===== src/rtl/dcm_lock_supervisor_pkg.sv =====
// Shared definitions for the DCM lock supervisor.
//   state_e   : encoded supervisor state, also driven out on state_o
//   cnt_width : width of a counter able to hold the largest of three cycle counts
package dcm_lock_supervisor_pkg;

    typedef enum logic [2:0] {
        StIdle     = 3'd0,
        StReset    = 3'd1,
        StWaitLock = 3'd2,
        StSettle   = 3'd3,
        StReload   = 3'd4,
        StLocked   = 3'd5,
        StFail     = 3'd6,
        StFault    = 3'd7
    } state_e;

    function automatic int unsigned cnt_width(input int unsigned a,
                                              input int unsigned b,
                                              input int unsigned c);
        int unsigned m;
        m = a;
        if (b > m) m = b;
        if (c > m) m = c;
        return $clog2(m + 1);
    endfunction

endpackage


===== src/rtl/dcm_lock_supervisor_sync_2ff.sv =====
// Generic two-flop synchroniser with a synchronous reset value.
//   clk_i   : destination clock
//   reset_i : synchronous active-high reset, loads RESET_VAL into both stages
//   d_i     : asynchronous input
//   q_o     : synchronised output, two cycles after d_i
module dcm_lock_supervisor_sync_2ff #(
    parameter logic RESET_VAL = 1'b0
) (
    input  logic clk_i,
    input  logic reset_i,
    input  logic d_i,
    output logic q_o
);

    logic meta_q;
    logic sync_q;

    always_ff @(posedge clk_i) begin
        if (reset_i) begin
            meta_q <= RESET_VAL;
            sync_q <= RESET_VAL;
        end else begin
            meta_q <= d_i;
            sync_q <= meta_q;
        end
    end

    assign q_o = sync_q;

endmodule


===== src/rtl/dcm_lock_supervisor.sv =====
// DCM lock supervisor: resets the DCM, waits for and qualifies lock, re-applies the phase
// shift and escalates to a sticky fault after a bounded number of failed attempts.
//   clk_i / reset_i   : control clock, synchronous active-high reset
//   enable_i          : low forces IDLE
//   use_ext_clk_i     : rising edge restarts the DCM bring-up
//   dcm_locked_i      : asynchronous lock indication (synchronised here)
//   phase_value_i     : phase shift to re-apply after lock; zero skips the reload
//   phase_done_i      : phase-shift completion pulse
//   clear_fault_i     : leaves FAULT with the retry count cleared
//   dcm_reset_o       : DCM reset request
//   phase_load_o      : one-cycle phase-load strobe
//   locked_o/fault_o  : status, registered
//   state_o           : current state encoding
//   relock_count_o    : saturating count of lock losses seen in LOCKED
module dcm_lock_supervisor
    import dcm_lock_supervisor_pkg::*;
#(
    parameter int unsigned RST_PULSE_CYC    = 16,
    parameter int unsigned LOCK_TIMEOUT_CYC = 65536,
    parameter int unsigned SETTLE_CYC       = 256,
    parameter int unsigned MAX_RETRIES      = 8
) (
    input  logic       clk_i,
    input  logic       reset_i,
    input  logic       enable_i,
    input  logic       use_ext_clk_i,
    input  logic       dcm_locked_i,
    input  logic [8:0] phase_value_i,
    input  logic       phase_done_i,
    output logic       dcm_reset_o,
    output logic       phase_load_o,
    output logic       locked_o,
    output logic       fault_o,
    output logic [2:0] state_o,
    output logic [7:0] relock_count_o,
    input  logic       clear_fault_i
);

    localparam int unsigned CntW = cnt_width(LOCK_TIMEOUT_CYC, SETTLE_CYC, RST_PULSE_CYC);
    localparam logic [CntW-1:0] RstLast     = CntW'(RST_PULSE_CYC - 1);
    localparam logic [CntW-1:0] TimeoutLast = CntW'(LOCK_TIMEOUT_CYC - 1);
    localparam logic [CntW-1:0] SettleLast  = CntW'(SETTLE_CYC - 1);
    localparam logic [CntW-1:0] CntMax      = {CntW{1'b1}};
    localparam logic [7:0]      MaxRetries  = 8'(MAX_RETRIES);

    state_e          state_q, state_d;
    logic [CntW-1:0] cnt_q, cnt_d;
    logic [7:0]      retry_q, retry_d;
    logic [7:0]      relock_q, relock_d;
    logic            ext_q;
    logic            lk;
    logic            ext_edge;
    logic            restart;
    logic            dcm_reset_q, dcm_reset_d;
    logic            phase_load_q, phase_load_d;
    logic            locked_q, locked_d;
    logic            fault_q, fault_d;

    dcm_lock_supervisor_sync_2ff #(
        .RESET_VAL (1'b0)
    ) u_lock_sync (
        .clk_i   (clk_i),
        .reset_i (reset_i),
        .d_i     (dcm_locked_i),
        .q_o     (lk)
    );

    assign ext_edge = use_ext_clk_i & ~ext_q;

    // State register and registered outputs
    always_ff @(posedge clk_i) begin
        if (reset_i) begin
            state_q      <= StIdle;
            cnt_q        <= '0;
            retry_q      <= '0;
            relock_q     <= '0;
            ext_q        <= 1'b0;
            dcm_reset_q  <= 1'b1;
            phase_load_q <= 1'b0;
            locked_q     <= 1'b0;
            fault_q      <= 1'b0;
        end else begin
            state_q      <= state_d;
            cnt_q        <= cnt_d;
            retry_q      <= retry_d;
            relock_q     <= relock_d;
            ext_q        <= use_ext_clk_i;
            dcm_reset_q  <= dcm_reset_d;
            phase_load_q <= phase_load_d;
            locked_q     <= locked_d;
            fault_q      <= fault_d;
        end
    end

    // Next state and counters
    always_comb begin
        state_d  = state_q;
        retry_d  = retry_q;
        relock_d = relock_q;
        restart  = 1'b0;

        case (state_q)
            StIdle: begin
                if (enable_i) state_d = StReset;
            end
            StReset: begin
                if (cnt_q == RstLast) state_d = StWaitLock;
            end
            StWaitLock: begin
                if (lk)                        state_d = StSettle;
                else if (cnt_q == TimeoutLast) state_d = StFail;
            end
            StSettle: begin
                if (!lk) begin
                    state_d = StFail;
                end else if (cnt_q == SettleLast) begin
                    state_d = (phase_value_i != '0) ? StReload : StLocked;
                end
            end
            StReload: begin
                // Lock loss outranks a simultaneous phase_done
                if (!lk)                       state_d = StFail;
                else if (phase_done_i)         state_d = StLocked;
                else if (cnt_q == TimeoutLast) state_d = StFail;
            end
            StLocked: begin
                retry_d = '0;
                if (!lk) begin
                    relock_d = (relock_q == 8'hFF) ? relock_q : relock_q + 8'd1;
                    state_d  = StReset;
                end
            end
            StFail: begin
                retry_d = (retry_q == 8'hFF) ? retry_q : retry_q + 8'd1;
                state_d = (retry_d >= MaxRetries) ? StFault : StReset;
            end
            StFault: begin
                if (clear_fault_i) begin
                    retry_d = '0;
                    state_d = StReset;
                end
            end
            default: state_d = StIdle;
        endcase

        // Overrides discard whatever the state itself decided, counters included
        if (!enable_i) begin
            state_d  = StIdle;
            retry_d  = retry_q;
            relock_d = relock_q;
        end else if (ext_edge && state_q != StIdle && state_q != StFault) begin
            state_d  = StReset;
            retry_d  = retry_q;
            relock_d = relock_q;
            restart  = 1'b1;
        end

        // Cleared on every state entry, including a forced re-entry of RESET
        if (state_d != state_q || restart) cnt_d = '0;
        else if (cnt_q == CntMax)          cnt_d = cnt_q;
        else                               cnt_d = cnt_q + 1'b1;
    end

    // Outputs decoded from the next state so the registers line up with state_q
    always_comb begin
        dcm_reset_d  = 1'b0;
        phase_load_d = 1'b0;
        locked_d     = 1'b0;
        fault_d      = 1'b0;
        case (state_d)
            StIdle, StReset: dcm_reset_d = 1'b1;
            StReload:        phase_load_d = (state_q != StReload);
            StLocked:        locked_d = 1'b1;
            StFault: begin
                fault_d     = 1'b1;
                dcm_reset_d = 1'b1;
            end
            default: ;
        endcase
    end

    assign dcm_reset_o    = dcm_reset_q;
    assign phase_load_o   = phase_load_q;
    assign locked_o       = locked_q;
    assign fault_o        = fault_q;
    assign state_o        = state_q;
    assign relock_count_o = relock_q;

endmodule

===== config.mk =====
export PLATFORM = sky130hd
export DESIGN_NAME = dcm_lock_supervisor
export DESIGN_NICKNAME = d
export VERILOG_FILES = /design/src/rtl/dcm_lock_supervisor_pkg.sv /design/src/rtl/dcm_lock_supervisor_sync_2ff.sv /design/src/rtl/dcm_lock_supervisor.sv
export SDC_FILE = /design/constraint.sdc
export NUM_CORES = 1
export LEC_CHECK = 0
export ABC_AREA = 1
export CAP_MARGIN = 40
export CELL_PAD_IN_SITES_DETAIL_PLACEMENT = 0
export CELL_PAD_IN_SITES_GLOBAL_PLACEMENT = 1
export CORE_AREA = 4 4 84 86
export CTS_BUF_LIST = sky130_fd_sc_hd__clkbuf_2 sky130_fd_sc_hd__clkbuf_4 sky130_fd_sc_hd__clkbuf_8
export DETAILED_ROUTE_END_ITERATION = 8
export DIE_AREA = 0 0 88 90
export GPL_ROUTABILITY_DRIVEN = 1
export PLACE_DENSITY = 0.81
export SYNTH_ARGS = -nofsm -noshare
export SYNTH_HDL_FRONTEND = slang
export SYNTH_SLANG_ARGS = --single-unit

===== constraint.sdc =====
create_clock -name clk_i -period 3.4 [get_ports clk_i]
set_input_delay 0.34 -clock clk_i [delete_from_list [all_inputs] [get_ports clk_i]]
set_output_delay 0.34 -clock clk_i [all_outputs]
set_load 0.01 [all_outputs]

==> metrics.sh, run 1 <==
ROUTE.ANTENNA.REMAINING_NETS=0
AREA_GROWTH_SYN_TO_LAYOUT_PCT=18.57
NATURE_OF_THE_CRITICAL_PATH_ENDPOINT='flip-flop'
CTS_HOLD_REPAIR.BUFFERS=0
YS_SEQ_AREA_SHARE_PCT=34.52
CTS_RESIZED=0
SYNTHTOPCELLSBYAREA='sky130_fd_sc_hd__dfxtp_1 35%, sky130_fd_sc_hd__nand2_1 10%, sky130_fd_sc_hd__inv_1 7.7%, sky130_fd_sc_hd__nor2_1 6.5%, sky130_fd_sc_hd__nor3_2 5.2%'
LEAKAGE_nW=1.097
FMAX_MHz=340.3
ASYNC_RESET_FF_SHARE_PCT=0
PLACE.PORT_BUFFERS=30
FINALHOLDVIOLATIONS=0
POWER_DENSITY_nW_PER_UM2=320.1
POSTCTSSETUPBUFFERS=0
OVERFLOW=0
MOST-COMMON-LAYOUT-CELLS='69 x sky130_fd_sc_hd__nand2_1, 51 x sky130_fd_sc_hd__inv_1, 43 x sky130_fd_sc_hd__nor2_1, 43 x sky130_fd_sc_hd__dfxtp_1, 30 x sky130_fd_sc_hd__clkdlybuf4s50_1'
RSZ0062_AT_GRT='false'
SETUP_TOTAL_NEGATIVE_SLACK_NS=0
STDCELL_AREA_UM2=2957
TIMING.CRITICAL_PATH.FANOUT_MAX=17
YOSYSUNIQUECELLTYPES=33
PLACEMENTROWS=29
WORSTSETUPSTARTPOINTTYPE='flip-flop'
TIMING_WORST_SLEW_PIN_VALUE_NS=0.8786
FINISH.NET_COUNT=407
IRDROPWORSTVDD_uV=226.0
YS.WARNINGS.COUNT=0
NUMCTSBUFFERS=5
MAX_CAP_VIOLATIONS=0
DRC=0
ROUTED_WL_UM=5598
UTILIZATION_PCT=47.10
SYN_NETS=375
FINALSETUPVIOLCOUNT=0
INITIAL_ANTENNA_VIOLATION_COUNT=0
POSTSYNTHREGISTERBITS=43
CLOCKBUFFERDEPTH=2
SYNTHDOMINANTAREACELLTYPE='sky130_fd_sc_hd__dfxtp_1'
REQUIRED_NS=3.61
SYNTH_AREA_PER_CELL_UM2=7.044
TRITONCTS='done'
MIN_PATH_TYPE='reg -> reg'
POST_ROUTE_CLOCK_PERIOD_UTILIZATION_PCT=86.42
VIASPERCELL=4.871
TIMING.SLEW.HEADROOM_PCT=40.89
SETUP.WORST_PATH.START='cnt_q[0]$_SDFFE_PP0P_'
CLKSLEWWORSTSETUPHOLDPATHS_NS=0.09
POST-ROUTE-WORST-SETUP-SLACK_NS=0.4617
FINAL_COMMON_CELL='sky130_fd_sc_hd__nand2_1'
PRECTSSETUPSLACK_NS=0.4663
WORSTREG2REGSTART='cnt_q[0]$_SDFFE_PP0P_'
MIN-DELAY-START='u_lock_sync.meta_q$_SDFF_PP0_'
DIE_W_UM=88
WORST-SETUP-PATH-TYPE='reg -> reg'
MAXIMUM_NUMBER_OF_PINS_ON_ONE_NET_BEFORE_GLOBAL_ROUTE_REPAIR=19
GR-USAGE-ALL-LAYERS_PCT=14.94
WORSTPATHARRIVAL_NS=3.15
FIRST_ITER_VIOLATIONS=151
SYNTHCELLS=354
CLOCKROOTBUFFER='sky130_fd_sc_hd__clkbuf_8'
FILLERS=651
HTREEDEPTH=2
WORST_SKEW_PAIR.LATE_LATENCY_NS=0.30
PLACEABLE_CORE_AREA_UM2=6277
POST-SYNTH-TOP-AREA-FRACTION_PCT=34.52
VIAS_IN_THE_FIRST_GLOBAL_ROUTE=2109
FLOORPLAN.INITIALDENSITY_PCT=39.72
AVGROUTEDWIREPERCELL_UM=12.06
PERIOD_NEEDED_NS=2.938
FP.DIEH_UM=90
RUN_STATUS='completed'
CLKSINKCOUNT=43
SYNTH_ENABLE_FLOP_CELLS=0
PLACED_AREA_UM2=2853
MAPPEDNETLISTAREA_UM2=2494
ROUTED-VIA-COUNT=2260
DETAILEDPLACEMENTHPWL_UM=4213
DRTPASS1ITERATIONS=4
GRT_FIRST_PASS_WIRELENGTH_UM=9563
GLOBALPLACE.CONGESTION=0.9044
DRIVE_GT1_SHARE_PCT=11.63
DIE_AREA_UM2=7920
HOLD_SLACK_NS=0.4076
SYNTH-MAIN-FF-CELL='sky130_fd_sc_hd__dfxtp_1'
NUM_IO_PINS=31
CLOCK-SKEW-FINAL_NS=0.006667
ANTENNA_CELLS_INSERTED=0
FINALMAXSLEWVIOLATIONS=0
## through the flow
| stage | power [W] | std cells |
|---|---|---|
| after floorplan | 0.0005631 | 354 |
| after global placement | 0.0005886 | 456 |
| after detailed placement | 0.0005888 | 456 |
| after CTS | 0.0009620 | 464 |
| after global routing | 0.0009889 | 464 |
| final | 0.0009465 | 464 |
## area by class of cell
class	count	area, um2	area share, %
clock buffer	7	96.34	3.259
clock inverter	1	7.507	0.2539
inverter	52	195.2	6.602
multi-input combinational	253	1393	47.10
sequential	43	860.8	29.12
tap	77	96.34	3.259
timing repair buffer	31	307.8	10.41
## state kept, by name (all words and copies together) (netlist names)
| name | cells |
|---|---|
| fault_o | 1 |
| u_lock_sync.meta_q | 1 |
| dcm_reset_o | 1 |
| relock_count_o | 8 |
| retry_q | 8 |
| u_lock_sync.q_o | 1 |
| locked_o | 1 |
| phase_load_o | 1 |
| state_o | 3 |
| ext_q | 1 |
| cnt_q | 17 |
## cell families (layout without fill, tap and decap cells)
| group | after synthesis | in the layout | share of synthesized area, % |
|---|---|---|---|
| XOR/XNOR | 16 | 16 | 5.620 |
| flip-flops | 43 | 43 | 34.52 |
| AO/OA/AOI/OAI | 34 | 34 | 7.326 |
| adder cells (fa/ha/maj) | 5 | 5 | 2.509 |
| AND/OR/NAND/NOR | 198 | 198 | 40.39 |
| buffers and inverters | 58 | 91 | 9.633 |
## cells in the mapped netlist (4+ instances only)
cell type / n
sky130_fd_sc_hd__ha_1: 5
sky130_fd_sc_hd__nor4_1: 5
sky130_fd_sc_hd__nor3_2: 13
sky130_fd_sc_hd__xor2_1: 14
sky130_fd_sc_hd__nor3_1: 17
sky130_fd_sc_hd__nor2_2: 4
sky130_fd_sc_hd__nand3_1: 22
sky130_fd_sc_hd__nand2_1: 69
sky130_fd_sc_hd__nor2_1: 43
sky130_fd_sc_hd__dfxtp_1: 43
sky130_fd_sc_hd__inv_1: 51
sky130_fd_sc_hd__o21ai_0: 14
sky130_fd_sc_hd__nand4_1: 4
sky130_fd_sc_hd__nand2_2: 6
sky130_fd_sc_hd__a21oi_1: 14
sky130_fd_sc_hd__nand3_2: 5
## metal layers
metal | track usage (%) | share of wire, % | wire length, um | vias up
met5 | 0 | 0 | 0 | -
met4 | 4.987 | 0.57 | 32 | 0
met3 | 2.742 | 3.8 | 214 | 2
met2 | 24.75 | 48 | 2680 | 43
met1 | 19.22 | 48 | 2670 | 1018
li1 | - | - | - | 1197
## critical path, stage by stage, from the launching register on
cell and delay [ns]:
sky130_fd_sc_hd__dfxtp_1 0.37, sky130_fd_sc_hd__ha_1 0.17, sky130_fd_sc_hd__nand3_1 0.10, sky130_fd_sc_hd__inv_1 0.06, sky130_fd_sc_hd__nand2_1 0.07, sky130_fd_sc_hd__nor3_1 0.24
sky130_fd_sc_hd__inv_1 0.07, sky130_fd_sc_hd__nor4_1 0.33, sky130_fd_sc_hd__ha_1 0.27, sky130_fd_sc_hd__or2_1 0.11, sky130_fd_sc_hd__nand2_1 0.04, sky130_fd_sc_hd__a21oi_1 0.12
sky130_fd_sc_hd__nand3_1 0.10, sky130_fd_sc_hd__nand2_2 0.13, sky130_fd_sc_hd__nor2_2 0.06, sky130_fd_sc_hd__nor2_4 0.13, sky130_fd_sc_hd__nand3_4 0.23, sky130_fd_sc_hd__nor3_1 0.23
## path summary, 6_finish.rpt
path	end	slack, ns	depth (start not counted)
worst min-delay path	u_lock_sync.q_o$_SDFF_PP0_	0.41	2
worst max register to register	cnt_q[16]$_SDFFE_PP0P_	0.46	17
worst max-delay path	cnt_q[16]$_SDFFE_PP0P_	0.46	17
worst min register to register	u_lock_sync.q_o$_SDFF_PP0_	0.41	2
## report_power, final
part / switching, W / internal (W)
clock network: 0.000186 / 0.000185
logic: 0.0000336 / 0.0000294
registers: 0.00000507 / 0.000508
total: 0.000224 / 0.000722
Note: power is estimated with default switching activity, not from simulation.
==> run 2, diff against run 1 <==
--- a/config.mk
+++ b/config.mk
@@ -10,7 +10,7 @@
 export CELL_PAD_IN_SITES_DETAIL_PLACEMENT = 0
 export CELL_PAD_IN_SITES_GLOBAL_PLACEMENT = 1
 export CORE_AREA = 4 4 84 86
-export CTS_BUF_LIST = sky130_fd_sc_hd__clkbuf_2 sky130_fd_sc_hd__clkbuf_4 sky130_fd_sc_hd__clkbuf_8
+export CTS_BUF_LIST = sky130_fd_sc_hd__clkbuf_8
 export DETAILED_ROUTE_END_ITERATION = 8
 export DIE_AREA = 0 0 88 90
 export GPL_ROUTABILITY_DRIVEN = 1
==> results of run 2 <==
No change in the layout: final DEF, timing and power equal those of run 1.
==> run 3, diff against run 2 <==
--- a/config.mk
+++ b/config.mk
@@ -14,6 +14,7 @@
 export DETAILED_ROUTE_END_ITERATION = 8
 export DIE_AREA = 0 0 88 90
 export GPL_ROUTABILITY_DRIVEN = 1
+export HOLD_SLACK_MARGIN = 0.1
 export PLACE_DENSITY = 0.81
 export SYNTH_ARGS = -nofsm -noshare
 export SYNTH_HDL_FRONTEND = slang
==> results of run 3 <==
No change in the layout: final DEF, timing and power equal those of run 1.
